### src/rtl/rip_pkg.sv
// Shared types and constants for the rip instruction-fetch stage.
// The optional misaligned-redirect fault path is controlled by RIP_FETCH_MISALIGN_EN.
package rip_pkg;

  localparam int XLEN = 32;

  localparam logic [XLEN-1:0] NOP_CODE_DEF = 32'h0000_0013;
  localparam logic [XLEN-1:0] RESET_PC_DEF = 32'h0000_0000;

  typedef enum logic [1:0] {
    IDLE = 2'd0,
    REQ  = 2'd1,
    WAIT = 2'd2
  } fetch_state_e;

  typedef struct packed {
    logic [XLEN-1:0] inst;
    logic [XLEN-1:0] pc;
    logic            fault;
  } fetch_entry_t;

  // Clears the byte-offset bits so every memory request is word aligned.
  function automatic logic [XLEN-1:0] word_align(input logic [XLEN-1:0] addr);
    return addr & ~32'h0000_0003;
  endfunction

endpackage

### src/rtl/rip_fetch_if.sv
// Instruction-memory request/response bus between the fetch stage (master)
// and the instruction memory (slave).
interface rip_fetch_if;
  import rip_pkg::*;

  logic            imem_req;
  logic [XLEN-1:0] imem_addr;
  logic            imem_gnt;
  logic            imem_rvalid;
  logic [XLEN-1:0] imem_rdata;

  modport master (
    output imem_req,
    output imem_addr,
    input  imem_gnt,
    input  imem_rvalid,
    input  imem_rdata
  );

  modport slave (
    input  imem_req,
    input  imem_addr,
    output imem_gnt,
    output imem_rvalid,
    output imem_rdata
  );

endinterface

### src/rtl/rip_fetch_buf.sv
// One-entry skid buffer between instruction memory and decode.
// A write wins over a same-cycle drain or flush so a word can land as the old one leaves.
module rip_fetch_buf
  import rip_pkg::*;
#(
  parameter logic [XLEN-1:0] NOP_CODE = NOP_CODE_DEF
) (
  input  logic         clk,
  input  logic         rst,
  input  logic         wr_en,
  input  fetch_entry_t wr_entry,
  input  logic         drain,
  input  logic         flush,
  output logic         valid,
  output fetch_entry_t rd_entry
);

  logic         valid_reg;
  fetch_entry_t entry_reg;

  always_ff @(posedge clk) begin
    if (rst) begin
      valid_reg <= 1'b0;
      entry_reg <= '0;
    end else if (wr_en) begin
      valid_reg <= 1'b1;
      entry_reg <= wr_entry;
    end else if (flush || drain) begin
      valid_reg <= 1'b0;
    end
  end

  assign valid = valid_reg;

  // Decode sees a harmless NOP at PC 0 whenever nothing is held.
  always_comb begin
    rd_entry.inst  = NOP_CODE;
    rd_entry.pc    = '0;
    rd_entry.fault = 1'b0;
    if (valid_reg) begin
      rd_entry = entry_reg;
    end
  end

endmodule

### src/rtl/rip_fetch.sv
// Instruction-fetch stage: owns the PC, issues one outstanding word request at a time,
// and feeds decode through a 1-entry buffer. Optional fault path: RIP_FETCH_MISALIGN_EN.
module rip_fetch
  import rip_pkg::*;
#(
  parameter logic [XLEN-1:0] RESET_PC = RESET_PC_DEF,
  parameter logic [XLEN-1:0] NOP_CODE = NOP_CODE_DEF
) (
  input  logic            clk,
  input  logic            rst,
  rip_fetch_if.master     imem,
  input  logic            ex_stall,
  input  logic            redirect,
  input  logic [XLEN-1:0] redirect_pc,
  output logic            de_ready,
  output logic [XLEN-1:0] inst_code,
  output logic [XLEN-1:0] if_pc
`ifdef RIP_FETCH_MISALIGN_EN
  ,
  output logic            fetch_fault
`endif
);

  fetch_state_e    state_reg, state_next;
  logic [XLEN-1:0] pc_reg, pc_next;
  logic [XLEN-1:0] req_pc_reg, req_pc_next;
  logic            squash_reg, squash_next;
  logic            halt_reg, halt_next;

  logic            buf_valid;
  logic            buf_wr;
  fetch_entry_t    buf_wr_entry;
  fetch_entry_t    buf_rd_entry;
  logic            buf_space;
  logic            req_c;
  logic            misalign;

  rip_fetch_buf #(
    .NOP_CODE (NOP_CODE)
  ) u_buf (
    .clk      (clk),
    .rst      (rst),
    .wr_en    (buf_wr),
    .wr_entry (buf_wr_entry),
    .drain    (de_ready),
    .flush    (redirect),
    .valid    (buf_valid),
    .rd_entry (buf_rd_entry)
  );

  assign de_ready  = buf_valid & ~ex_stall & ~redirect;
  assign buf_space = ~buf_valid | de_ready;
  assign inst_code = buf_rd_entry.inst;
  assign if_pc     = buf_rd_entry.pc;

`ifdef RIP_FETCH_MISALIGN_EN
  assign misalign    = redirect & (redirect_pc[1:0] != 2'b00);
  assign fetch_fault = de_ready & buf_rd_entry.fault;
`else
  logic fault_unused;
  assign misalign     = 1'b0;
  assign fault_unused = buf_rd_entry.fault;
`endif

  assign imem.imem_req  = req_c;
  assign imem.imem_addr = word_align(pc_reg);

  always_ff @(posedge clk) begin
    if (rst) begin
      state_reg  <= IDLE;
      pc_reg     <= RESET_PC;
      req_pc_reg <= RESET_PC;
      squash_reg <= 1'b0;
      halt_reg   <= 1'b0;
    end else begin
      state_reg  <= state_next;
      pc_reg     <= pc_next;
      req_pc_reg <= req_pc_next;
      squash_reg <= squash_next;
      halt_reg   <= halt_next;
    end
  end

  always_comb begin
    state_next         = state_reg;
    pc_next            = pc_reg;
    req_pc_next        = req_pc_reg;
    squash_next        = squash_reg;
    halt_next          = halt_reg;
    req_c              = 1'b0;
    buf_wr             = 1'b0;
    buf_wr_entry.inst  = imem.imem_rdata;
    buf_wr_entry.pc    = req_pc_reg;
    buf_wr_entry.fault = 1'b0;

    case (state_reg)
      IDLE: begin
        state_next = REQ;
      end

      // Once raised, the request stays up: the buffer is empty and nothing refills it here.
      REQ: begin
        req_c = buf_space & ~halt_reg;
        if (req_c && imem.imem_gnt) begin
          req_pc_next = pc_reg;
          state_next  = WAIT;
          squash_next = redirect;
        end
      end

      WAIT: begin
        if (imem.imem_rvalid) begin
          state_next  = REQ;
          squash_next = 1'b0;
          if (!squash_reg && !redirect) begin
            buf_wr  = 1'b1;
            pc_next = req_pc_reg + 32'd4;
          end
        end else if (redirect) begin
          squash_next = 1'b1;
        end
      end

      default: begin
        state_next = IDLE;
      end
    endcase

    // Redirect overrides sequential PC flow in every state.
    if (redirect) begin
      pc_next   = word_align(redirect_pc);
      halt_next = misalign;
      if (misalign) begin
        buf_wr             = 1'b1;
        buf_wr_entry.inst  = NOP_CODE;
        buf_wr_entry.pc    = redirect_pc;
        buf_wr_entry.fault = 1'b1;
      end
    end
  end

endmodule

### src/flat_wrapper.sv
// flat-port wrapper written by rule: the top's interface ports become plain ports
module rip_fetch_flat import rip_pkg::*;
#(
  parameter logic [XLEN-1:0] RESET_PC = RESET_PC_DEF,
  parameter logic [XLEN-1:0] NOP_CODE = NOP_CODE_DEF
)
  (clk, rst, ex_stall, redirect, redirect_pc, de_ready, inst_code, if_pc, imem_imem_req, imem_imem_addr, imem_imem_gnt, imem_imem_rvalid, imem_imem_rdata);
  rip_fetch_if imem_i ();
  input  logic clk;
  input  logic rst;
  input  logic ex_stall;
  input  logic redirect;
  input  logic [XLEN-1:0] redirect_pc;
  output logic de_ready;
  output logic [XLEN-1:0] inst_code;
  output logic [XLEN-1:0] if_pc;
  output wire logic [$bits(imem_i.imem_req)-1:0] imem_imem_req;
  output wire logic [$bits(imem_i.imem_addr)-1:0] imem_imem_addr;
  input wire logic [$bits(imem_i.imem_gnt)-1:0] imem_imem_gnt;
  input wire logic [$bits(imem_i.imem_rvalid)-1:0] imem_imem_rvalid;
  input wire logic [$bits(imem_i.imem_rdata)-1:0] imem_imem_rdata;
  assign imem_imem_req = imem_i.imem_req;
  assign imem_imem_addr = imem_i.imem_addr;
  assign imem_i.imem_gnt = imem_imem_gnt;
  assign imem_i.imem_rvalid = imem_imem_rvalid;
  assign imem_i.imem_rdata = imem_imem_rdata;
  rip_fetch #(.RESET_PC(RESET_PC), .NOP_CODE(NOP_CODE)) u_core (.clk(clk), .rst(rst), .imem(imem_i), .ex_stall(ex_stall), .redirect(redirect), .redirect_pc(redirect_pc), .de_ready(de_ready), .inst_code(inst_code), .if_pc(if_pc));
endmodule
### config.mk
export PLATFORM = sky130hd
export DESIGN_NAME = rip_fetch_flat
export DESIGN_NICKNAME = d
export VERILOG_FILES = /design/src/rtl/rip_pkg.sv /design/src/rtl/rip_fetch_if.sv /design/src/rtl/rip_fetch_buf.sv /design/src/rtl/rip_fetch.sv /design/src/flat_wrapper.sv
export SDC_FILE = /design/constraint.sdc
export NUM_CORES = 1
export LEC_CHECK = 0
export ABC_CLOCK_PERIOD_IN_PS = 4900
export CAP_MARGIN = 20
export CELL_PAD_IN_SITES_DETAIL_PLACEMENT = 0
export CELL_PAD_IN_SITES_GLOBAL_PLACEMENT = 1
export CORE_ASPECT_RATIO = 0.6
export CORE_MARGIN = 1
export CORE_UTILIZATION = 50
export DETAILED_ROUTE_END_ITERATION = 6
export DONT_BUFFER_PORTS = 1
export PLACE_DENSITY = 0.94
export RECOVER_POWER = 25
export SLEW_MARGIN = 20
export SYNTH_ARGS = -nofsm -noshare
export SYNTH_HDL_FRONTEND = slang
export SYNTH_HIERARCHICAL = 1
export SYNTH_SLANG_ARGS = --single-unit
### constraint.sdc
create_clock -name clk -period 4.9 [get_ports clk]
set_input_delay 0.98 -clock clk [delete_from_list [all_inputs] [get_ports clk]]
set_output_delay 0.98 -clock clk [all_outputs]
set_load 0.1 [all_outputs]
After elaboration in Yosys (flattened, before gate mapping)
Index checks and enable logic that the tools add are counted.
- add/subtract/negate cells: 1
- reduce and logical (&&, ||, !) cells: 17
- equal/unequal tests: 5
- bitwise operators: 6
- multiplexer cells: 18
- operator list (cell ; count):
    $mux 32 ; 4
    $mux 65 ; 1
    $add 32x3->32 const B ; 1
    $reduce_bool 2->1 ; 5
    $mux 1 ; 9
    $reduce_and 3->1 ; 3
    $pmux 2 s3 ; 1
    $mux 2 ; 2
    $reduce_and 2->1 ; 2
    $ne 3x3->1 const B ; 1
    $not 1->1 ; 3
    $and 1x1->1 ; 2
    $eq 2x1->1 const B ; 1
    $eq 2x2->1 const B ; 1
    $logic_and 1x1->1 ; 2
    $logic_not 1->1 ; 2
    $logic_not 2->1 ; 1
    $ne 2x1->1 const B ; 1
    $ne 2x2->1 const B ; 1
    $pmux 1 s2 ; 1
    $reduce_or 2->1 ; 1
    $logic_or 1x1->1 ; 1
    $or 1x1->1 ; 1
- output and inout bits: 98
- input bits: 70
- bits in registers: 132

Depth between registers and ports, before layout
- depth in word-level cells: 7
- mapped depth: 8
- mapped depth without buffers: 5

Cells and area by module
Netlist, hierarchy kept.
- by module, submodules not included (module ; seq. area each (µm²) ; times used ; cells an instance ; area each (µm²)):
    rip_fetch ; 1341.3 ; 1 ; 459 ; 3601.0
    rip_fetch_buf ; 1321.3 ; 1 ; 286 ; 2827.7

Least setup slack after synthesis
OpenSTA, ideal clock, no wires.
- kind: in2out
- start point: input redirect
- end point: output de_ready
- arrival time: 3845 ps
- cell stages on the path: 4
- setup slack: 75 ps
- required time: 3920 ps
- cell sequence: clkbuf_1 clkbuf_1 buf_1 nor3b_1
- cells in the longest elaborated chain, start to end: 2
- RTL lines (item ; RTL line ; RTL):
    from (decl) ; flat_wrapper.sv:12 ; input logic redirect;
    $not 1->1 ; rip_fetch.sv:51 ; assign de_ready = buf_valid & ~ex_stall & ~redirect;
    $and 1x1->1 ; rip_fetch.sv:51 ;
    to (decl) ; flat_wrapper.sv:14 ; output logic de_ready;
Every way passes these cells.

Final worst setup path
- start point: input imem_imem_rvalid
- end point: register u_core.pc_reg[9]
- cells in the longest elaborated chain, start to end: 2
- RTL lines (item ; RTL line ; RTL):
    from (decl) ; flat_wrapper.sv:20 ; input wire logic [$bits(imem_i.imem_rvalid)-1:0] imem_imem_rvalid;
    $reduce_bool 2->1 (no source line) ; -- ;
    $reduce_and 3->1 (no source line) ; -- ;
    to (signal assigned) ; rip_fetch.sv:77 ; pc_reg <= pc_next;
    to (decl) ; rip_fetch.sv:25 ; logic [XLEN-1:0] pc_reg, pc_next;
Every way passes these cells.
A chain may end at the register's enable or synchronous reset.

==> impl_metrics.yaml <==
drt:
  drc_errors: 0
  dr.pass1.iters: 4
  drt-wirelength-per-cell_um: 18.8
  drt-total-wl_mm: 16.1
  vias: 5085
  viasPerCell: 5.93
  postRouteAntennaNets: 0
  drt_iter0_drc: 307
clock_tree:
  cts_tree: "yes"
  clock_sinks: 132
  clockRootBuffer: "clkbuf_16"
  cts_buffers: 17
  postCtsSetupBuffers: 0
  hold_buffers: 0
  htreeDepth: 4
  clk_latency_ns: 0.40
  cts_resized: 0
  cts.clk_slew.worst_paths_ns: 0.06
  cts.path.max_buffers: 2
grt:
  grt_max_degree: 132
  grt_util_met3_pct: 6.94
  grt.met2_usage_pct: 37.5
  track_usage_pct: 24.3
  antenna_found_initial: 0
  grt_pass1_wl_mm: 24.7
  grt_overflow: 0
  top_usage_layer: "met2"
  grt_pass1_vias: 4669
  use_met1_pct: 32.7
finish:
  largest_reg_flops: 64
  final_area_sq_um: 6710
  num_antenna_cells: 0
  drive_above_1_share_pct: 6.36
  fill_cells: 1138
  area_growth_syn_to_layout_pct: 4.97
  fin_nets: 750
placed_design:
  dpl.hpwl_mm: 10.4
  placed_area_sq_um: 6120
  io_buffers: 0
  finalWeightedCongestion: 0.779
timing:
  grt_setup_unrepaired: "false"
  drv_slew: 49
  slew-limit-headroom_pct: -23.8
  finClkSkew_ns: 0.0113
  fmax_ghz: 0.261
  fin_setup_tns_ns: 0
  period_minus_slack_ns: 3.83
  hold_violations: 0
  tightestPinTransition_ns: 1.85
  setup_violations: 0
  fin_crit_sh_pct: 78.2
run:
  drv_cap: 2
worst_setup_path:
  critPathBufInv: 1
  crit_path_end_kind: "flop"
  critPathLaunchType: "input port"
  r2r-end: "u_core/pc_reg[9]$_SDFFE_PP0P_"
  crit_fanout: 43
  worstPathCellList: "nand4bb_1, nor2_1, clkbuf_2, o21ai_0, a31oi_1"
  regToRegSetupSlack_ns: 1.15
  crit_family: "simple AND/OR/NAND/NOR gates"
  critPathKind: "in2reg"
  slowest_delay_ns: 1.39
  worstPathArrival_ns: 4.15
  r2r-start: "u_core/state_reg[0]$_SDFFE_PP0P_"
  cp_slowest_cell: "nor2_1"
  reg2regPathDepth: 5
  required_ns: 5.22
die:
  initial_core_util_pct: 52.1
  ios: 168
  die_width_um: 148
  dieArea_sq_um: 13200
  rows: 31
  die_h_um: 89.6
  core_sq_um: 12300
power_and_ir_drop:
  p_leak_nw: 2.15
  powerDensity_nw_per_um2: 390
  vdd_drop_max_mv: 0.234
logic_synthesis:
  syn_area_sq_um: 6390
  netlist_instances: 741
  syn_area_per_cell_sq_um: 8.62
  yosysWarnings: 6
hold_path:
  hold_start: "u_core/pc_reg[1]$_SDFFE_PP0P_"
  holdPathEnd: "u_core/req_pc_reg[1]$_SDFFE_PP0P_"
  hp-class: "reg2reg"
  whs_path_depth: 2
status:
  status: "finished with violations"
  violations: "capacitance limit, slew limit"
[final cells by class]
cell class                 instances  area [sq um]  share of cell area (%)
clock buffer                      21           450                    6.72
clock inverter                    11           153                    2.28
inverter                           6          22.5                   0.336
multi-input combinational        515          3160                    47.2
sequential                       132          2640                    39.4
tap                              165           206                    3.08
timing repair buffer               7          66.3                   0.989
[placed cells by master (no fill, tap or decap), types with 5 or more instances in the layout]
| master | instances |
|---|---|
| a22oi_1 | 15 |
| nand3_1 | 10 |
| nor2_1 | 74 |
| clkbuf_16 | 17 |
| nand4_1 | 8 |
| nand2_1 | 90 |
| o21ai_0 | 6 |
| mux2i_1 | 66 |
| nor2b_1 | 17 |
| a31oi_1 | 5 |
| or4_1 | 17 |
| o211ai_1 | 28 |
| dfxtp_1 | 131 |
| and2_1 | 61 |
| nand2b_1 | 6 |
| xnor2_1 | 6 |
| a21oi_1 | 47 |
| inv_1 | 6 |
[worst register-to-register path, delay by kind of cell (launching register included)]
family | cells | cell delay [ns]
buffers and inverters | 1 | 1.17
DFF | 1 | 0.37
and+or+nand+nor | 2 | 1.62
AOI/OAI and AO/OA | 2 | 0.51
[layer usage]
metal | up-vias | share of wire, %
met3 | 10 | 7.7
met5 | - | 0
met4 | 0 | 0.81
met1 | 2447 | 47
li1 | 2410 | -
met2 | 218 | 44
[power by group]
group          switching [mW]  leakage [nW]  total [mW]  internal, mW
Combinational          0.0610         0.799      0.0979        0.0369
Clock                   0.470         0.284        1.29         0.817
Sequential              0.130          1.07        1.23          1.10
Total                   0.661          2.15        2.61          1.95
[how the worst max path moves through the flow]
stage / from / endpoint / slack (ns) / depth (start not counted)
after floorplan: redirect / de_ready / 0.08 / 4
after global routing: imem_imem_rvalid / u_core/pc_reg[9]$_SDFFE_PP0P_ / 0.84 / 5
final: imem_imem_rvalid / u_core/pc_reg[9]$_SDFFE_PP0P_ / 1.07 / 5
after detailed placement: redirect / imem_imem_req / 1.77 / 3
after CTS: u_core/u_buf/valid$_SDFFE_PP0P_ / if_pc[30] / 1.58 / 1
after global placement: redirect / imem_imem_req / 1.80 / 3
[through the flow]
| step | hold WS, ns | instances | total power [mW] | utilization, % | setup WS, ns |
|---|---|---|---|---|---|
| after floorplan | 0.432 | 742 | 1.36 | - | 0.0752 |
| after CTS | 0.450 | 856 | 2.64 | 54.9 | 1.58 |
| after global routing | 0.468 | 857 | 2.70 | 54.7 | 0.841 |
| after detailed placement | 0.441 | 824 | 1.35 | 49.9 | 1.77 |
| after global placement | 0.434 | 824 | 1.34 | 49.9 | 1.80 |
| final | 0.455 | 857 | 2.61 | 54.7 | 1.07 |
Note: power is estimated with default switching activity, not from simulation.
